==> src/rtl/prog_launcher.sv <==
// Host-side launcher: fires one Start pulse per program, times each run
// until Done, and aborts a run that exceeds TIMEOUT cycles.
module prog_launcher #(
   parameter int            NUM_PROGS = 3,
   parameter int            CW        = 16,
   parameter logic [CW-1:0] TIMEOUT   = 16'd50000
) (
   input  logic          Clk,
   input  logic          Reset,
   input  logic          Go,
   input  logic          Done,
   output logic          Start,
   output logic          Busy,
   output logic [1:0]    ProgIdx,
   output logic [CW-1:0] CycleCount,
   output logic          CountValid,
   output logic          AllDone,
   output logic          Timeout
);

   typedef enum logic [2:0] {
      S_IDLE,
      S_LAUNCH,
      S_RUN,
      S_DRAIN,
      S_FINISH
   } state_t;

   localparam logic [1:0] LAST = 2'(NUM_PROGS - 1);

   state_t        state;
   state_t        nxt;
   logic [CW-1:0] cnt;
   logic [CW-1:0] cnt_inc;
   logic          last;
   logic          to_hit;

   assign cnt_inc = cnt + CW'(1);
   assign last    = (ProgIdx == LAST);
   assign to_hit  = (cnt_inc == TIMEOUT);

   always_ff @(posedge Clk) begin
      if (Reset) state <= S_IDLE;
      else       state <= nxt;
   end

   always_comb begin
      nxt = state;
      unique case (state)
         S_IDLE:   if (Go) nxt = S_LAUNCH;
         S_LAUNCH: nxt = S_RUN;
         S_RUN: begin
            // Done takes priority over a coincident timeout
            if (Done)        nxt = S_DRAIN;
            else if (to_hit) nxt = S_FINISH;
         end
         S_DRAIN:  if (!Done) nxt = last ? S_FINISH : S_LAUNCH;
         S_FINISH: nxt = S_IDLE;
         default:  nxt = S_IDLE;
      endcase
   end

   always_ff @(posedge Clk) begin
      if (Reset) begin
         Start      <= 1'b0;
         Busy       <= 1'b0;
         ProgIdx    <= 2'd0;
         CycleCount <= '0;
         CountValid <= 1'b0;
         AllDone    <= 1'b0;
         Timeout    <= 1'b0;
         cnt        <= '0;
      end else begin
         Start      <= (nxt == S_LAUNCH);
         Busy       <= (nxt != S_IDLE);
         CountValid <= 1'b0;
         unique case (state)
            S_IDLE: begin
               if (Go) begin
                  AllDone <= 1'b0;
                  Timeout <= 1'b0;
                  ProgIdx <= 2'd0;
               end
            end
            S_LAUNCH: cnt <= '0;
            S_RUN: begin
               cnt <= cnt_inc;
               if (Done) begin
                  CycleCount <= cnt_inc;
                  CountValid <= 1'b1;
               end else if (to_hit) begin
                  CycleCount <= TIMEOUT;
                  CountValid <= 1'b1;
                  Timeout    <= 1'b1;
                  AllDone    <= 1'b1;
               end
            end
            S_DRAIN: begin
               if (!Done) begin
                  if (last) AllDone <= 1'b1;
                  else      ProgIdx <= ProgIdx + 2'd1;
               end
            end
            default: ;
         endcase
      end
   end

endmodule
==> config.mk <==
export PLATFORM = sky130hd
export DESIGN_NAME = prog_launcher
export DESIGN_NICKNAME = d
export VERILOG_FILES = /design/src/rtl/prog_launcher.sv
export SDC_FILE = /design/constraint.sdc
export NUM_CORES = 1
export LEC_CHECK = 0
export ABC_AREA = 1
export BUFFER_PORTS_ARGS = -buffer_cell sky130_fd_sc_hd__clkbuf_2
export CORE_UTILIZATION = 25
export DETAILED_ROUTE_END_ITERATION = 12
export PLACE_DENSITY_LB_ADDON = 0.12
export SLEW_MARGIN = 15
export SYNTH_ARGS = -nofsm -noshare
export SYNTH_HDL_FRONTEND = slang
export SYNTH_SLANG_ARGS = --single-unit
==> constraint.sdc <==
create_clock -name Clk -period 1.84 [get_ports Clk]
set_input_delay 0.184 -clock Clk [delete_from_list [all_inputs] [get_ports Clk]]
set_output_delay 0.184 -clock Clk [all_outputs]
set_load 0.01 [all_outputs]
---- Word-level counts from Yosys, hierarchy flattened ----
Index checks and enable logic that the tools add are counted.
word-level totals
  input bits .............................. 4
  output and inout bits ................... 23
  register bits after elaboration ......... 42
  logic and storage cells ................. 58
cells by class
  reductions and logical operators ........ 12
  bitwise gates (word level) .............. 1
  muxes and demuxes ....................... 22
  add/subtract/negate cells ............... 2
  eq/ne operators ......................... 12
operator list
  operator                                             number
  two-way mux 16 bit                                   2
  one-hot mux 16 bit (2 select lines)                  1
  adder 16 x 1 -> 16 bit, second input constant        1
  equality test 16 bit, second input constant          1
  two-way mux 3 bit                                    5
  inequality test 2 bit, second input constant         6
  one-hot mux 3 bit (4 select lines)                   1
  AND reduction 4 bit                                  2
  nonzero test 2 bit                                   4
  two-way mux 1 bit                                    7
  equality test 3 x 1 -> 1 bit, second input constant  2
  equality test 3 x 2 -> 1 bit, second input constant  2
  two-way mux 2 bit                                    3
  AND reduction 6 bit                                  1
  nonzero test 3 bit                                   2
  one-hot mux 2 bit (2 select lines)                   1
  logical NOT 3 bit                                    1
  one-hot mux 1 bit (3 select lines)                   1
  adder 2 x 1 -> 2 bit, second input constant          1
  equality test 2 bit, second input constant           1
  one-hot mux 1 bit (2 select lines)                   1
  AND reduction 2 bit                                  1
  OR reduction 2 bit                                   1
  NOT 1 bit                                            1

---- Logic depth before layout (Yosys ltp) ----
Gate-level depths: netlist of the first run.
  depth after elaboration ................. 6
  gate-level depth with buffers ........... 15
  depth with buffers taken out ............ 15

---- Worst setup path after synthesis of the first run ----
OpenSTA, ideal clock, no wires.
  path type ............................... reg2reg
  start ................................... register cnt[0]
  end ..................................... register CycleCount[0]
  clock period less this slack ............ 1,869 ps
  setup slack ............................. -29 ps
  arrival time ............................ 1,736 ps
  stages on the path, launching flop included .. 13
  library setup time ...................... 132 ps
  buffers on the path ..................... 1
  data required time ...................... 1,708 ps
  cells stage by stage .................... dfxtp_1 ha_1 nand3_2 or2_1 nand2_1 nand2_1 nor2_1 nand2_2 nor2_4 nand3_4 buf_6 nand3_2 a21oi_1
between the ends
  cells in the longest elaborated chain, start to end .. 4
  elaborated cells between the ends (all ways) .. 5
  classes of those cells .................. add/sub (1); eq/ne (1); mux (1); reduce/logical (2)
RTL lines
  item                           RTL line  RTL
  start, declared                33        logic [CW-1:0] cnt;
  start signal, assigned         87        cnt <= cnt_inc;
  adder 16 x 1 -> 16 bit (*)     38        assign cnt_inc = cnt + CW'(1);
  equality test 16 bit           40        assign to_hit = (cnt_inc == TIMEOUT);
  nonzero test 2 bit (no line)   -
  AND reduction 2 bit (no line)  -
  end signal, assigned           89        CycleCount <= cnt_inc;
  end, declared                  15        output logic [CW-1:0] CycleCount,
Every way passes the cells marked *; elsewhere a longest branch is shown, timed or not.
A chain may end at the register's enable or synchronous reset.

---- Final worst setup path of the first run ----
  start ................................... register cnt[0]
  end ..................................... register Busy
between the ends
  cells in the longest elaborated chain, start to end .. 6
RTL lines
  item                                RTL line  RTL
  adder 16 x 1 -> 16 bit              38
  equality test 16 bit                40
  two-way mux 3 bit                   55        else if (to_hit) nxt = S_FINISH;
  two-way mux 3 bit                   54        if (Done) nxt = S_DRAIN;
  one-hot mux 3 bit (4 select lines)  49        unique case (state)
  nonzero test 3 bit                  75        Busy <= (nxt != S_IDLE);
  end signal, assigned                75
  end, declared                       13        output logic Busy,
Every way passes these cells.

==> out/qor.yml, run 1 <==
synth.most_common_cell: "nand2_1"
cts_buffers: 5
layout-drive-gt1-share_pct: 37.87
fin_skew_ps: 12.29
finalSetupViolations: 19
hp-class: "in2reg"
synth_top_area_cell: "dfxtp_1"
worst_ep_required_time_ps: 2080
grt_usage_pct: 14.42
synth_area_per_cell_um2: 6.978
grt_pass1_wl_mm: 10.09
grt_overflow: 0
ys.flop_type: "dfxtp_1"
grt_pass1_vias: 2048
post_dp_cell_area_um2: 2619
synth_common_cells: "nand2_1, dfxtp_1, inv_1"
reg2reg_slack_ps: -50
synthTopCellsByArea: "dfxtp_1, nand2_1, a21oi_1"
antenna_found_initial: 0
first_iter_violations: 36
cp_max_fo: 5
wl_per_cell_um: 12.54
outcome: "finished, violations left"
worst_slack_ps: -48.75
core_um2: 8341
grt_max_degree: 19
root_buffer: "clkbuf_8"
cts_tree: "done"
pin_count: 27
dp.cells: 464
num_vias: 2091
path_clk_slew_ps: 90
cts.path.max_buffers: 2
slew_viol_final: 0
fin_area_um2: 3054
cts_max_level: 2
fp.dieW_um: 95.32
floorplan.initialDensity_pct: 26.10
postCtsHoldBufs: 0
vdd_drop_max_mv: 0.2629
r2r_end: "Busy"
clk_latency_ps: 290
die_height_um: 95.32
synthArstFlopShare_pct: 0
via_per_inst: 4.356
rsz0062_at_grt: "yes"
power.density_nw_per_um2: 693.9
period_minus_slack_ps: 1889
hold_viol: 0
drc_errors: 0
reg2reg_depth: 14
critical_path_class: "reg2reg"
io_buffers: 26
synth_cells: 312
worstPathArrival_ps: 2130
diodes: 0
synth_top_area_share_pct: 38.62
yosysWarnings: 0
violations: "setup timing"
stdcell_count: 480
whs_endpoint: "Timeout"
r2r-start: "cnt[0]"
row_count: 33
timing.slew.headroom_pct: 63.90
syn_area_um2: 2177
tightestPinTransition_ps: 540.9
ant_nets: 0
hp-start: "Go"
fmax_ghz: 0.5295
cp-start-kind: "flop"
area_growth_pct: 40.29
detail_route.first_pass.iterations: 4
leakage_nw: 1.281
ys_seq_area_share_pct: 38.62
place_congestion: 0.7945
synth_fp_nets: 318
cts_sinks: 42
holdPathStages: 4
post-dp-hpwl_mm: 4.440
synth.distinct_cells: 30
maxCapViolCount: 0
die-area_um2: 9086
nets: 380
synth_seq_cells: 42
synth-edff-count: 0
fin_crit_sh_pct: 102.6
wl_mm: 6.018
cp-end-kind: "flop"
## worst max-delay path by stage
| stage | from | endpoint | slack, ps |
|---|---|---|---|
| 6_report | cnt[0] | Busy | -50 |
| 3_3_place_gp | cnt[0] | Busy | -240 |
| 5_1_grt | cnt[0] | CycleCount[9] | -200 |
| 2_1_floorplan | cnt[0] | CycleCount[0] | 30 |
| 4_1_cts | cnt[1] | Busy | -80 |
| 3_5_place_dp | cnt[0] | Busy | -240 |
## per-stage QoR
step | hold WS [ps] | TNS (ps) | setup slack [ps] | power (mW) | utilization [%]
after global routing | 258.2 | -3630 | -204.5 | 2.237 | 36.62
after global placement | 440.4 | -3239 | -236.0 | 1.368 | 31.40
after CTS | 244.3 | -965.1 | -78.57 | 2.132 | 34.76
after floorplan | 421.2 | 0 | 31.08 | 1.229 | -
final | 262.3 | -663.7 | -48.75 | 2.119 | 36.62
after detailed placement | 440.6 | -3838 | -243.3 | 1.366 | 31.40
## cell type report
| cell class | instances | area [um^2] |
|---|---|---|
| fillers | 929 | 5286 |
| clock inverters | 1 | 30.03 |
| clock buffers | 7 | 76.32 |
| multi-input cells | 220 | 1345 |
| inverters | 40 | 150.1 |
| flip-flops and latches | 42 | 858.3 |
| repair buffers | 65 | 462.9 |
| well taps | 105 | 131.4 |
## where the power goes
part | leakage (nW) | internal, mW | switching, mW
Sequential | 0.345 | 0.955 | 0.0338
Combinational | 0.883 | 0.137 | 0.249
Clock | 0.0524 | 0.407 | 0.337
## repair_timing
action / in CTS / in global routing
buffers inserted: 6 / 1
cloned: 1 / 0
setup endpoints to repair: 22 / 22
gates resized for setup: 24 / 34
pin swaps: 8 / 15
## registers in the layout, indices dropped and copies added, names as in the netlist
register / count
CycleCount: 16
state: 3
cnt: 16
CountValid: 1
AllDone: 1
Busy: 1
ProgIdx: 2
Start: 1
Timeout: 1
## kinds of logic (layout without fill, tap and decap cells)
group / Yosys count / after routing / synth area share, %
simple gates: 167 / 167 / 37.53
fa+ha+maj: 2 / 2 / 1.149
xor+xnor: 2 / 2 / 0.8047
flops: 42 / 42 / 38.62
buf+inv: 50 / 113 / 9.540
compound gates: 49 / 49 / 12.36
## cell usage in the layout, fill, tap and decap left out, types with 6 or more instances in the layout
cell type and count:
buf_4 35, nand3_2 7, a21oi_1 20, clkbuf_2 26, dfxtp_1 34, nand3_4 9, o21ai_0 6, nor2_1 13
nor2_4 6, a21oi_2 11, nor2_2 8, nand2_2 14, nand3_1 14, nand2_1 84, inv_1 36
## routing by layer
metal	wire length [um]	share of wire, %	track usage, %	vias to the layer above
met2	2794	46	23.27	30
met4	68	1.1	3.535	0
met3	179	3.0	2.871	4
li1	-	-	-	1121
met1	2976	49	19.57	936
met5	0	0	0	-
## worst max-delay path: stages (launching register included)
cell     delay, ps
dfxtp_4        390
ha_4           150
nand3_4         90
nor2_4         180
nand2_2         80
nand2_1         60
nand2_1         70
nor2_2         120
nand2_2         70
nor2_4         130
nand3_4        140
buf_6          160
nand2_2         50
nand3_2         80
nand3_2         80
(Power assumes the default switching activity.)
==> run 2, diff against run 1 <==
--- a/config.mk
+++ b/config.mk
@@ -10,6 +10,7 @@
 export CORE_UTILIZATION = 25
 export DETAILED_ROUTE_END_ITERATION = 12
 export PLACE_DENSITY_LB_ADDON = 0.12
+export RECOVER_POWER = 50
 export SLEW_MARGIN = 15
 export SYNTH_ARGS = -nofsm -noshare
 export SYNTH_HDL_FRONTEND = slang
==> run 2 against run 1 <==
The flow still finishes with violations (setup timing). Critical endpoint unchanged. Non-clock buffer count stayed put. Utilization shrank 0.32 points. First-iteration DRC count rose by 14%. Cell area fell by 0.86%. Combinational power is 2% lower.
==> out/qor.yml, run 2 (same netlist as run 1, synthesis figures left out) <==
worst_ep_required_time_ps: 2080
cts.path.max_buffers: 2
fp.dieW_um: 95.32
cts_sinks: 42
fin_crit_sh_pct: 102.6
fin_area_um2: 3028
layout-drive-gt1-share_pct: 32.27
row_count: 33
antenna_found_initial: 0
grt_usage_pct: 14.42
die-area_um2: 9086
cpMostUsedCell: "nand2_2"
reg2reg_depth: 14
slowest_delay_ps: 390
drc_errors: 0
path_clk_slew_ps: 90
postCtsHoldBufs: 0
vdd_drop_max_mv: 0.2621
io_buffers: 26
cp_cell_sequence: "ha_4 > nand3_4 > nor2_4 > nand2_2 > nand2_1 > nand2_1 > nor2_2 > nand2_2 > nor2_4 > nand3_4 > buf_6 > nand2_2 > nand3_2 > nand3_2"
crit_slowest_cell: "dfxtp_4"
hold_slack_ps: 262.8
cp-start-kind: "flop"
pin_count: 27
r2r-start: "cnt[0]"
cp_max_fo: 5
top_regs: "CycleCount x16, cnt x16, state x3"
r2r_end: "Busy"
clk_latency_ps: 290
post-dp-hpwl_mm: 4.440
cts_buffers: 5
floorplan.initialDensity_pct: 26.10
rsz0062_at_grt: "yes"
cts_max_level: 2
wl_per_cell_um: 12.58
hp-start: "Go"
die_height_um: 95.32
core_um2: 8341
leakage_nw: 1.210
num_vias: 2083
timing.slew.headroom_pct: 64.09
holdPathStages: 4
finalSetupViolations: 19
via_per_inst: 4.340
maxCapViolCount: 0
cts_tree: "done"
grt_overflow: 0
first_iter_violations: 41
hold_viol: 0
nets: 380
period_minus_slack_ps: 1888
cp-end-kind: "flop"
fin_skew_ps: 12.16
wl_mm: 6.039
grt_max_degree: 19
grt_pass1_wl_mm: 10.09
place_congestion: 0.7945
slew_viol_final: 0
grt_pass1_vias: 2048
outcome: "finished, violations left"
layout_commonest_cell: "nand2_1"
ant_nets: 0
root_buffer: "clkbuf_8"
worstPathArrival_ps: 2130
violations: "setup timing"
reg2reg_slack_ps: -50
whs_endpoint: "Timeout"
tightestPinTransition_ps: 538.1
fmax_ghz: 0.5298
diodes: 0
power.density_nw_per_um2: 696.4
hp-class: "in2reg"
layout_common_cells: "nand2_1, inv_1, buf_4, dfxtp_1, clkbuf_1"
post_dp_cell_area_um2: 2619
detail_route.first_pass.iterations: 4
critical_path_class: "reg2reg"
area_growth_pct: 39.08
worst_slack_ps: -47.55
fillers: 937
-- run 2: cell types whose count changed in the layout (fill, tap and decap cells not counted) --
cell | previous run | this run
clkbuf_1 | 2 | 23
clkbuf_2 | 26 | 5
-- run 2: critical path: cells and delay by family (launching register included) --
family	cells	cell delay [ps]
buffers and inverters	1	160
and+or+nand+nor	12	1150
DFF	1	390
adders and majority gates	1	150
-- run 2: power breakdown --
group / total (mW) / internal, mW / switching (mW)
Clock: 0.743 / 0.407 / 0.336
Sequential: 0.988 / 0.955 / 0.0331
Combinational: 0.377 / 0.129 / 0.248
Total: 2.11 / 1.49 / 0.618
-- run 2: worst max-delay path by stage --
stage | start | to | slack, ps | cells past startpoint
final | cnt[0] | Busy | -50 | 14
after CTS | cnt[1] | Busy | -80 | 13
after global placement | cnt[0] | Busy | -240 | 12
after detailed placement | cnt[0] | Busy | -240 | 12
after floorplan | cnt[0] | CycleCount[0] | 30 | 12
after global routing | cnt[0] | CycleCount[9] | -200 | 14
-- run 2: routing by layer --
layer  global-route usage, %  wire length [um]  vias to the layer above
met3                   2.871               161                        4
met5                       0                 0                        -
li1                        -                 -                     1119
met1                   19.57              3007                      938
met2                   23.27              2802                       22
met4                   3.535                68                        0
-- run 2: area by class of cell --
class,count,area (um^2),area share (%)
Clock buffer,7,76.32,2.521
Clock inverter,1,30.03,0.9917
Inverter,40,150.1,4.959
Multi-Input combinational cell,220,1345,44.42
Sequential cell,42,858.3,28.35
Tap cell,105,131.4,4.339
Timing Repair Buffer,65,436.7,14.42
-- run 2: stage by stage --
stage	instances	power, mW	TNS (ps)	setup WS (ps)	util, %
2_1_floorplan	312	1.229	0	31.08	-
3_3_place_gp	464	1.368	-3239	-236.0	31.40
3_5_place_dp	464	1.366	-3838	-243.3	31.40
4_1_cts	479	2.132	-965.1	-78.57	34.76
5_1_grt	480	2.229	-3630	-204.5	36.30
6_report	480	2.109	-626.4	-47.55	36.30
-- run 2: repair_timing --
action                                  in CTS  in global routing
gates cloned                                 1                  0
pin swaps                                    8                 15
resized for setup                           24                 34
buffers inserted                             6                  1
hold endpoints to repair                     0                  0
endpoints found under the setup margin      22                 22
